## config.mk

```make
export PLATFORM = sky130hd
export DESIGN_NAME = upower_fetch_control_flat
export DESIGN_NICKNAME = d
export VERILOG_FILES = /design/src/rtl/upower_pkg.sv /design/src/rtl/upower_fetch_control_if.sv /design/src/rtl/upower_decoder.sv /design/src/rtl/upower_fetch_control.sv /design/src/flat_wrapper.sv
export SDC_FILE = /design/constraint.sdc
export NUM_CORES = 1
export LEC_CHECK = 0
export CAP_MARGIN = 30
export CORE_MARGIN = 2
export CORE_UTILIZATION = 37
export DETAILED_ROUTE_END_ITERATION = 7
export PLACE_DENSITY_LB_ADDON = 0.15
export SLEW_MARGIN = 20
export SYNTH_ARGS = -nofsm -noshare
export SYNTH_HDL_FRONTEND = slang
export SYNTH_HIERARCHICAL = 1
export SYNTH_SLANG_ARGS = --single-unit
```

## constraint.sdc

```tcl
create_clock -name clk -period 1.9 [get_ports clk]
set_clock_uncertainty 0.2 [all_clocks]
set_input_delay 0.57 -clock clk [delete_from_list [all_inputs] [get_ports clk]]
set_output_delay 0.57 -clock clk [all_outputs]
set_load 0.01 [all_outputs]
```

## src/rtl/upower_pkg.sv

```systemverilog
// Shared definitions for the UPOWER fetch/control block: opcode and XO
// constants, ALU and write-register select codes, FSM states and decode record.
package upower_pkg;

    localparam logic [5:0] OP_ADDI = 6'd14;
    localparam logic [5:0] OP_LWZ  = 6'd32;
    localparam logic [5:0] OP_STW  = 6'd36;
    localparam logic [5:0] OP_ORI  = 6'd24;
    localparam logic [5:0] OP_ANDI = 6'd28;
    localparam logic [5:0] OP_X    = 6'd31;

    localparam logic [9:0] XO_ADD  = 10'd266;
    localparam logic [9:0] XO_SUBF = 10'd40;
    localparam logic [9:0] XO_AND  = 10'd28;
    localparam logic [9:0] XO_OR   = 10'd444;

    typedef enum logic [3:0] {
        ALU_AND = 4'b0000,
        ALU_OR  = 4'b0001,
        ALU_ADD = 4'b0010,
        ALU_SUB = 4'b0110
    } alu_op_e;

    // Write-register field: RA = IR[20:16], RB = IR[15:11], RT = IR[25:21].
    typedef enum logic [1:0] {
        RD_RA = 2'b00,
        RD_RB = 2'b01,
        RD_RT = 2'b10
    } regdst_e;

    typedef enum logic [2:0] {
        S_FETCH,
        S_DECODE,
        S_EXEC,
        S_MEM,
        S_WB,
        S_TRAP
    } state_e;

    typedef enum logic [1:0] {
        IC_ALU,
        IC_LOAD,
        IC_STORE
    } iclass_e;

    typedef struct packed {
        alu_op_e alu_op;
        logic    alu_src;
        regdst_e reg_dst;
        logic    xo;
        logic    mem_to_reg;
        iclass_e iclass;
    } ctrl_t;

    localparam ctrl_t CTRL_RESET = '{
        alu_op:     ALU_AND,
        alu_src:    1'b0,
        reg_dst:    RD_RA,
        xo:         1'b0,
        mem_to_reg: 1'b0,
        iclass:     IC_ALU
    };

    function automatic ctrl_t mk_ctrl(input alu_op_e op, input logic src, input regdst_e rd,
                                      input logic xo, input logic mtr, input iclass_e ic);
        ctrl_t c;
        c.alu_op     = op;
        c.alu_src    = src;
        c.reg_dst    = rd;
        c.xo         = xo;
        c.mem_to_reg = mtr;
        c.iclass     = ic;
        return c;
    endfunction

endpackage

```

## src/rtl/upower_fetch_control_if.sv

```systemverilog
// Instruction-memory fetch port: request/address out, acknowledge/data back.
interface upower_fetch_control_if #(
    parameter int N = 32
) ();

    logic         imem_req;
    logic [N-1:0] imem_addr;
    logic         imem_ack;
    logic [N-1:0] imem_rdata;

    modport master (
        output imem_req,
        output imem_addr,
        input  imem_ack,
        input  imem_rdata
    );

    modport slave (
        input  imem_req,
        input  imem_addr,
        output imem_ack,
        output imem_rdata
    );

endinterface

```

## src/rtl/upower_decoder.sv

```systemverilog
// Purely combinational instruction decoder: IR in, static datapath controls
// plus a valid flag out (valid=0 means the opcode/XO pair is unsupported).
module upower_decoder
    import upower_pkg::*;
(
    input  logic [31:0] ir,
    output ctrl_t       ctrl,
    output logic        valid
);

    logic [5:0] opcode;
    logic [9:0] xo_field;
    logic       unused_fields;

    assign opcode        = ir[31:26];
    assign xo_field      = ir[10:1];
    assign unused_fields = ^{ir[25:11], ir[0]};

    // NOTE: defaults first in always_comb so no path leaves an output unassigned (no latch).
    always_comb begin
        ctrl  = CTRL_RESET;
        valid = 1'b1;
        case (opcode)
            OP_ADDI: ctrl = mk_ctrl(ALU_ADD, 1'b1, RD_RT, 1'b1, 1'b0, IC_ALU);
            OP_LWZ:  ctrl = mk_ctrl(ALU_ADD, 1'b1, RD_RT, 1'b0, 1'b1, IC_LOAD);
            OP_STW:  ctrl = mk_ctrl(ALU_ADD, 1'b1, RD_RA, 1'b1, 1'b0, IC_STORE);
            OP_ORI:  ctrl = mk_ctrl(ALU_OR,  1'b1, RD_RA, 1'b0, 1'b0, IC_ALU);
            OP_ANDI: ctrl = mk_ctrl(ALU_AND, 1'b1, RD_RA, 1'b0, 1'b0, IC_ALU);
            OP_X: begin
                case (xo_field)
                    XO_ADD:  ctrl = mk_ctrl(ALU_ADD, 1'b0, RD_RT, 1'b1, 1'b0, IC_ALU);
                    XO_SUBF: ctrl = mk_ctrl(ALU_SUB, 1'b0, RD_RT, 1'b1, 1'b0, IC_ALU);
                    XO_AND:  ctrl = mk_ctrl(ALU_AND, 1'b0, RD_RA, 1'b0, 1'b0, IC_ALU);
                    XO_OR:   ctrl = mk_ctrl(ALU_OR,  1'b0, RD_RA, 1'b0, 1'b0, IC_ALU);
                    default: valid = 1'b0;
                endcase
            end
            default: valid = 1'b0;
        endcase
    end

endmodule

```

## src/rtl/upower_fetch_control.sv

```systemverilog
// Multi-cycle fetch/control unit: fetches into IR, decodes, sequences
// EXEC/MEM/WB strobes, advances PC and counts retired instructions.
module upower_fetch_control
    import upower_pkg::*;
#(
    parameter int           N        = 32,
    parameter logic [N-1:0] RESET_PC = '0
) (
    input  logic                          clk,
    input  logic                          rst,
    upower_fetch_control_if.master        imem,
    output logic [N-1:0]                  instruction,
    output logic                          RegWrite,
    output logic                          MemRead,
    output logic                          MemWrite,
    output logic                          MemtoReg,
    output logic                          ALUSrc,
    output logic                          XO,
    output logic [1:0]                    RegDst,
    output logic [3:0]                    ALU_OP,
    output logic                          illegal,
    output logic [31:0]                   retired
);

    state_e       state;
    state_e       state_nxt;
    logic [N-1:0] pc;
    logic [N-1:0] ir;
    logic [31:0]  retired_q;
    logic         illegal_q;
    ctrl_t        ctrl_q;
    ctrl_t        dec_ctrl;
    logic         dec_valid;

    logic         req;
    logic         reg_write;
    logic         mem_read;
    logic         mem_write;
    logic         retire;

    upower_decoder u_decoder (
        .ir    (ir[31:0]),
        .ctrl  (dec_ctrl),
        .valid (dec_valid)
    );

    // NOTE: sequential state uses non-blocking assignments so every register sees pre-edge values.
    always_ff @(posedge clk) begin
        if (!rst) begin
            state <= S_FETCH;
        end else begin
            state <= state_nxt;
        end
    end

    always_comb begin
        state_nxt = state;
        req       = 1'b0;
        reg_write = 1'b0;
        mem_read  = 1'b0;
        mem_write = 1'b0;
        retire    = 1'b0;
        case (state)
            S_FETCH: begin
                req = 1'b1;
                if (imem.imem_ack) begin
                    state_nxt = S_DECODE;
                end
            end
            S_DECODE: begin
                state_nxt = dec_valid ? S_EXEC : S_TRAP;
            end
            S_EXEC: begin
                state_nxt = (ctrl_q.iclass == IC_ALU) ? S_WB : S_MEM;
            end
            S_MEM: begin
                mem_read  = (ctrl_q.iclass == IC_LOAD);
                mem_write = (ctrl_q.iclass == IC_STORE);
                if (ctrl_q.iclass == IC_STORE) begin
                    retire    = 1'b1;
                    state_nxt = S_FETCH;
                end else begin
                    state_nxt = S_WB;
                end
            end
            S_WB: begin
                reg_write = 1'b1;
                mem_read  = (ctrl_q.iclass == IC_LOAD);
                retire    = 1'b1;
                state_nxt = S_FETCH;
            end
            S_TRAP: begin
                state_nxt = S_TRAP;
            end
            default: begin
                state_nxt = S_FETCH;
            end
        endcase
    end

    // IR only loads in FETCH, so a stray acknowledge elsewhere has no effect.
    always_ff @(posedge clk) begin
        if (!rst) begin
            pc        <= RESET_PC;
            ir        <= '0;
            retired_q <= '0;
            illegal_q <= 1'b0;
            ctrl_q    <= CTRL_RESET;
        end else begin
            if (state == S_FETCH && imem.imem_ack) begin
                ir <= imem.imem_rdata;
            end
            if (state == S_DECODE) begin
                if (dec_valid) begin
                    ctrl_q <= dec_ctrl;
                end else begin
                    illegal_q <= 1'b1;
                end
            end
            if (retire) begin
                pc        <= pc + N'(4);
                retired_q <= retired_q + 32'd1;
            end
        end
    end

    // Strobes are masked by reset so a reset cycle never emits a write.
    assign imem.imem_req  = req & rst;
    assign imem.imem_addr = pc;
    assign RegWrite       = reg_write & rst;
    assign MemRead        = mem_read & rst;
    assign MemWrite       = mem_write & rst;

    assign instruction    = ir;
    assign MemtoReg       = ctrl_q.mem_to_reg;
    assign ALUSrc         = ctrl_q.alu_src;
    assign XO             = ctrl_q.xo;
    assign RegDst         = ctrl_q.reg_dst;
    assign ALU_OP         = ctrl_q.alu_op;
    assign illegal        = illegal_q;
    assign retired        = retired_q;

endmodule

```

## src/flat_wrapper.sv

```systemverilog
// flat-port wrapper written by rule: the top's interface ports become plain ports
module upower_fetch_control_flat import upower_pkg::*;
#(
    parameter int           N        = 32,
    parameter logic [N-1:0] RESET_PC = '0
)
  (clk, rst, instruction, RegWrite, MemRead, MemWrite, MemtoReg, ALUSrc, XO, RegDst, ALU_OP, illegal, retired, imem_imem_req, imem_imem_addr, imem_imem_ack, imem_imem_rdata);
  upower_fetch_control_if #(.N(N)) imem_i ();
  input  logic clk;
  input  logic rst;
  output logic [N-1:0] instruction;
  output logic RegWrite;
  output logic MemRead;
  output logic MemWrite;
  output logic MemtoReg;
  output logic ALUSrc;
  output logic XO;
  output logic [1:0] RegDst;
  output logic [3:0] ALU_OP;
  output logic illegal;
  output logic [31:0] retired;
  output wire logic [$bits(imem_i.imem_req)-1:0] imem_imem_req;
  output wire logic [$bits(imem_i.imem_addr)-1:0] imem_imem_addr;
  input wire logic [$bits(imem_i.imem_ack)-1:0] imem_imem_ack;
  input wire logic [$bits(imem_i.imem_rdata)-1:0] imem_imem_rdata;
  assign imem_imem_req = imem_i.imem_req;
  assign imem_imem_addr = imem_i.imem_addr;
  assign imem_i.imem_ack = imem_imem_ack;
  assign imem_i.imem_rdata = imem_imem_rdata;
  upower_fetch_control #(.N(N), .RESET_PC(RESET_PC)) u_core (.clk(clk), .rst(rst), .imem(imem_i), .instruction(instruction), .RegWrite(RegWrite), .MemRead(MemRead), .MemWrite(MemWrite), .MemtoReg(MemtoReg), .ALUSrc(ALUSrc), .XO(XO), .RegDst(RegDst), .ALU_OP(ALU_OP), .illegal(illegal), .retired(retired));
endmodule
```

### Word level (Yosys, flattened, before mapping)

Cells that the tools add are included.

* logic and storage cells: 59
* output and inout port bits: 110
* flip-flop bits (word level): 111
* input port bits: 35

* equal/unequal tests: 18
* bitwise operators: 5
* mux-type cells: 15
* reductions and logical operators: 8
* add/sub/neg operators: 2

Operator list (number)
* 10-bit case mux with 6 select lines: 1
* 32-bit by 1-bit adder with 32-bit output, second input constant: 1
* 32-bit by 3-bit adder with 32-bit output, second input constant: 1
* 10-bit case mux with 3 select lines: 1
* 10-bit by 9-bit equality test with 1-bit output, second input constant: 2
* 6-bit by 5-bit equality test with 1-bit output, second input constant: 3
* 3-bit case mux with 5 select lines: 1
* 6-bit equality test, second input constant: 2
* 3-bit 2-to-1 mux: 4
* 10-bit by 5-bit equality test with 1-bit output, second input constant: 1
* 10-bit by 6-bit equality test with 1-bit output, second input constant: 1
* 3-bit by 2-bit equality test with 1-bit output, second input constant: 2
* 3-bit equality test, second input constant: 2
* 6-bit by 4-bit equality test with 1-bit output, second input constant: 1
* 1-bit 2-to-1 mux: 6
* 5-bit OR reduction: 1
* 1-bit AND: 4
* 1-bit case mux with 2 select lines: 2
* 2-bit AND reduction: 2
* 4-bit OR reduction: 1
* 3-bit by 1-bit equality test with 1-bit output, second input constant: 1
* 3-bit zero test: 1
* 2-bit by 1-bit equality test with 1-bit output, second input constant: 1
* 2-bit equality test, second input constant: 1
* other kinds (5): 5

### Logic depth before layout (Yosys ltp)

* word-level depth: 6
* mapped depth: 8
* depth with buffers taken out: 7

### Modules after synthesis

The synthesis kept the hierarchy.

By module, submodules not included
* upower_fetch_control: cells an instance 583, instances 1, seq. area each 2182.1 um2, area each 4712.0 um2
* upower_decoder: cells an instance 43, instances 1, seq. area each 0.0 um2, area each 285.3 um2

### Worst setup path after synthesis

OpenSTA, ideal clock, no wires.

* path type: register to register
* start: register u_core.ir[29] (netlist: u_core/instruction[29])
* end: register u_core/ctrl_q[0] (netlist name)
* buffers on the path: 1
* data required time: 1630 ps
* setup time: 70 ps
* setup slack: -230 ps
* period minus slack after synthesis: 2130 ps
* stages on the path, launching flop included: 9
* arrival: 1859 ps
* path through: dfxtp_1 nor2b_1 a21oi_1 o22a_2 o211ai_1 and2_1 clkbuf_1 nand2_1 a21oi_1

* longest elaborated chain between the ends: 4
* elaborated cells between the ends (all ways): 10
* those cells by class: eq/ne (6); mux (2); reduce/logical (2)

Ends and longest elaborated chain
* from (decl): line upower_fetch_control.sv:28 `logic [N-1:0] ir;`
* from (signal assigned): line upower_fetch_control.sv:111 `ir <= imem.imem_rdata;`
* 6-bit by 5-bit equality test with 1-bit output (tied with other cells): line upower_decoder.sv:23 `case (opcode)`
* 5-bit OR reduction (no source line)
* 1-bit case mux with 2 select lines (*): line upower_decoder.sv:23
* net u_core.dec_valid: line upower_fetch_control.sv:33 `logic dec_valid;`
* 2-bit AND reduction (no source line) (*)
* to (signal assigned): line upower_fetch_control.sv:115 `ctrl_q <= dec_ctrl;`
* to (decl): line upower_fetch_control.sv:31 `ctrl_t ctrl_q;`

Mark *: on every way through the listed nets, which the timed path passes. The rest lies on a longest branch.
A chain may end at the register's enable or synchronous reset.

### Worst setup path in the final report

* start: register u_core.state[1]
* end: register u_core.pc[23] (netlist: u_core/imem.imem_addr[23])

* longest elaborated chain between the ends: 2
* elaborated cells between the ends (all ways): 3
* those cells by class: eq/ne (2); mux (1)

Ends and longest elaborated chain
* from (decl): line upower_fetch_control.sv:25 `state_e state;`
* from (signal assigned): line upower_fetch_control.sv:52 `state <= state_nxt;`
* 3-bit equality test / 3-bit by 2-bit equality test with 1-bit output (equally long branches): line upower_fetch_control.sv:63 `case (state)`
* 1-bit case mux with 2 select lines (*): line upower_fetch_control.sv:63
* to (signal assigned): line upower_fetch_control.sv:121 `pc <= pc + N'(4);`
* to (decl): line upower_fetch_control.sv:27 `logic [N-1:0] pc;`

Every way passes the cells marked *; elsewhere a longest branch is shown, timed or not.

==> results.md <==
- Status: finished, violations left
- Failing checks: setup timing
- # nets final: 894
- FP Rows: 42
- Critical Path RT: 1.98 ns
- Antenna viol nets, final: 0
- Clk sinks: between 100 and 150
- Synth cell types: 57
- DP HPWL: between 10 and 15 mm
- EDFF count, synth: 0
- Placeable Area: 13200 um2
- DRC Markers: 0
- Via count: ~5200
- CTS tree: built
- Max-slew violation count: 0
- Dominant synthesized flop cell: dfxtp_1
- Vias in the first global route: ~5100
- Arr. time, crit path: 2.23 ns
- Overflow after GRT: 0
- Post-CTS Hold Buffers: 0
- Worst-Skew Late Latency: 0.35 ns
- PortBufs: 142
- Sw frac: 0.234
- Startpoint types: flip-flop
- Placed Instances: 992
- Share of the synthesized area in the top cell type: 0.437
- Pwr Density: 586 nW/um2
- Maximum vdd drop: 0.517 mV
- YS warnings: 6
- Chip height: 120 um
- Root Buffer: clkbuf_16
- Synth Area in Simple Gates: 0.317
- Compound-cell area share of the yosys netlist: 0.0959
- Gr usage total: 0.212
- Drt first pass iters: 4
- Largest cells by area after synthesis: dfxtp_1 44%, nand2_1 9.0%, xnor2_1 7.7%, a21oi_1 6.1%, nor2_1 4.8%
- Global-route wire length before repair: ~25 mm
- Post-Place Worst Slack: -0.928 ns
- Clk pin slew, worst setup/hold paths: 0.07 ns
- Part of the power in registers: 0.472
- Initial Utilization: 0.379
- Seq cells post-synth: 109
- Area of the die: 14500 um2
- Final period utilization: 1.13
- Hold_ws: about 0.25 ns
- Drt total wl: 15.5 mm
- Clock network power share: 0.403
- Pint: 3.88 mW
- Drt wl/cell: 14.9 um
- Vias/cell: ~5.0
- P_sw: approximately 1.2 mW
- Setup WS post-layout: -0.251 ns
- CP max FO: 6
- Combinational share of power: 0.125
- Hold Crit Class: reg -> reg
- Minimum clock period: 2.15 ns
- Fill count: 1126
- Largest net degree at the start of global routing: 74
- Fmax: around 460 MHz
- Post-synth ARST share: 0
- Placer congestion estimate: 0.853
- CP endpoint kind: flip-flop
- Multi-input logic area: 3350 um2
- Clock Tree Buf Depth: 2
- Max-cap violation count: 0
- H-tree depth: 3
- Adder-cell share of the synthesized area: 0.00501
- Post-Synth XOR/XNOR Area: 0.0841
- Avg Inst Size Synth: ~8.0 um2
- Cell Area, Synth: 5000 um2
- Reg2reg setup slack: -0.25 ns
- Inserted Clock Buffers: 9
- Main combinational cell family by area after synthesis: simple AND/OR/NAND/NOR gates
- Post-route insts no fill: 1039
- Setup-failing EPs final: 50
- Leak: 3.88 nW
- Area delta synth->final: 73.1%
- Kind of critical path: reg -> reg
- Drt first-iter violations: 250
- Yosys top cell by area: dfxtp_1
- Final hold viol count: 0
- Share of post-route cells with drive strength above 1: 0.338
- Die X: 120 um
- Reg area: about 2300 um2
- Sequential element share of the synthesized area: 0.437
- Cells after synthesis: 626
- Mux cell area share after synthesis: 0.00200
- Antenna violations before repair: 1
- # IOs: ~150
- RSZ-0062 raised after global routing: true
[worst max-delay path: stages, from the launching register on]
cell     delay (ns)
dfxtp_4        0.37
nor3b_4        0.21
buf_6          0.14
buf_6          0.11
buf_12         0.10
a21oi_4        0.03
or3_4          0.37
or4_4          0.43
a21oi_2        0.12
[power by group through the flow]
stage / combinational (mW) / sequential (mW) / clock, mW
6_report: 0.633 / 2.39 / 2.04
5_1_grt: 0.689 / 2.40 / 2.22
4_1_cts: 0.611 / 2.39 / 2.12
3_5_place_dp: 0.581 / 2.45 / 0
3_3_place_gp: 0.565 / 2.45 / 0
2_1_floorplan: 0.241 / 2.47 / 0
[cells in the mapped netlist, drive strengths merged, types with 3 or more instances]
library cell,n
a21oi,62
nand2,120
or3,12
and4,8
nor2,64
xnor2,44
nor3b,3
o21ai,9
o31ai,3
nor3,21
nor4,26
nand3,17
clkbuf,30
nand4,17
or3b,3
or4,3
xor2,4
and3,3
and2,5
buf,16
inv,17
nor4b,5
dfxtp,109
[final timing paths]
check / from / to / depth (start not counted)
worst max-delay path: u_core/state[1]$_SDFFE_PN0P_ / u_core/imem.imem_addr[23]$_SDFFE_PN0P_ / 8
worst min-delay path: u_core/instruction[22]$_SDFFE_PN0P_ / u_core/instruction[22]$_SDFFE_PN0P_ / 2
worst max register to register: u_core/state[1]$_SDFFE_PN0P_ / u_core/imem.imem_addr[23]$_SDFFE_PN0P_ / 8
worst min register to register: u_core/instruction[22]$_SDFFE_PN0P_ / u_core/instruction[22]$_SDFFE_PN0P_ / 2
[final cells by class]
type	count	area share
timing repair buffer	263	0.280
antenna	1	0.000289
inverter	17	0.00752
clock inverter	4	0.00810
sequential	109	0.261
clock buffer	12	0.0296
multi-input combinational	457	0.388
tap	176	0.0255
[state kept, by name, summed over array words and instances, names as in the netlist]
signal / cells
u_core/state: 3
u_core/ctrl_q: 2
u_core/XO: 1
u_core/ALUSrc: 1
u_core/MemtoReg: 1
u_core/illegal: 1
u_core/ALU_OP: 4
u_core/imem.imem_addr: 30
u_core/RegDst: 2
u_core/instruction: 32
u_core/retired: 32
[per-layer routing]
layer / vias to the layer above / share of wire / wire [um] / track usage
met4: 0 / 0.013 / 202 / 0.0647
met5: - / 0 / 0 / 0
met3: 22 / 0.047 / 728 / 0.0566
met2: 125 / 0.53 / 8160 / 0.370
met1: 2498 / 0.41 / 6420 / 0.256
li1: 2600 / - / - / -
[placed cells by master (no fill, tap or decap), types with 3 or more instances in the layout]
cell type        netlist  final
a21oi_1               61     47
a21oi_2                1     13
and2_4                 0      3
and3_1                 3      3
and4_1                 8      7
buf_12                 0     10
buf_2                  2      3
buf_4                 11     92
buf_6                  1     18
clkbuf_16              0      9
clkbuf_2               1      4
clkdlybuf4s15_1        0     26
clkdlybuf4s50_1        0     33
clkinv_2               0      3
conb_1                 2      4
dfxtp_1              109     71
dfxtp_2                0     26
dfxtp_4                0     12
dlygate4sd2_1          0     73
inv_1                 16     16
nand2_1              120    108
nand2_2                0      9
nand2_4                0      3
nand3_1               16     16
nand4_1               15     15
nor2_1                64     62
nor3_1                20      6
nor3_2                 1      7
nor3_4                 0      8
nor4_2                 0      5
nor4_4                 0     20
nor4b_4                0      4
o21ai_0                8      7
or3_1                 12      8
or3_4                  0      4
xnor2_1               44     43
xor2_1                 4      4
[through the flow]
stage	power (mW)	instance area (um2)	setup TNS, ns	util
after global routing	5.30	8650	-11.04	0.656
after CTS	5.12	8320	-4.53	0.631
after floorplan	2.71	5150	-0.458	-
after detailed placement	3.03	7280	-27.91	0.552
final	5.07	8650	-4.84	0.656
after global placement	3.01	7260	-54.97	0.550
[cells by family (layout without fill, tap and decap cells)]
logic type / Yosys count / in the layout
simple gates: 315 / 316
flops: 109 / 109
compound gates: 86 / 86
buf+inv: 63 / 296
xor+xnor: 48 / 48
fa+ha+maj: 2 / 2
other cells: 2 / 5
mux: 1 / 1
[repair_timing]
action	CTS	global route
pin swaps	57	49
cloned	7	0
gates resized for setup	264	87
setup buffers	15	12
endpoints found under the hold margin	0	0
setup endpoints to repair	157	95
Note: power is estimated with default switching activity, not from simulation.
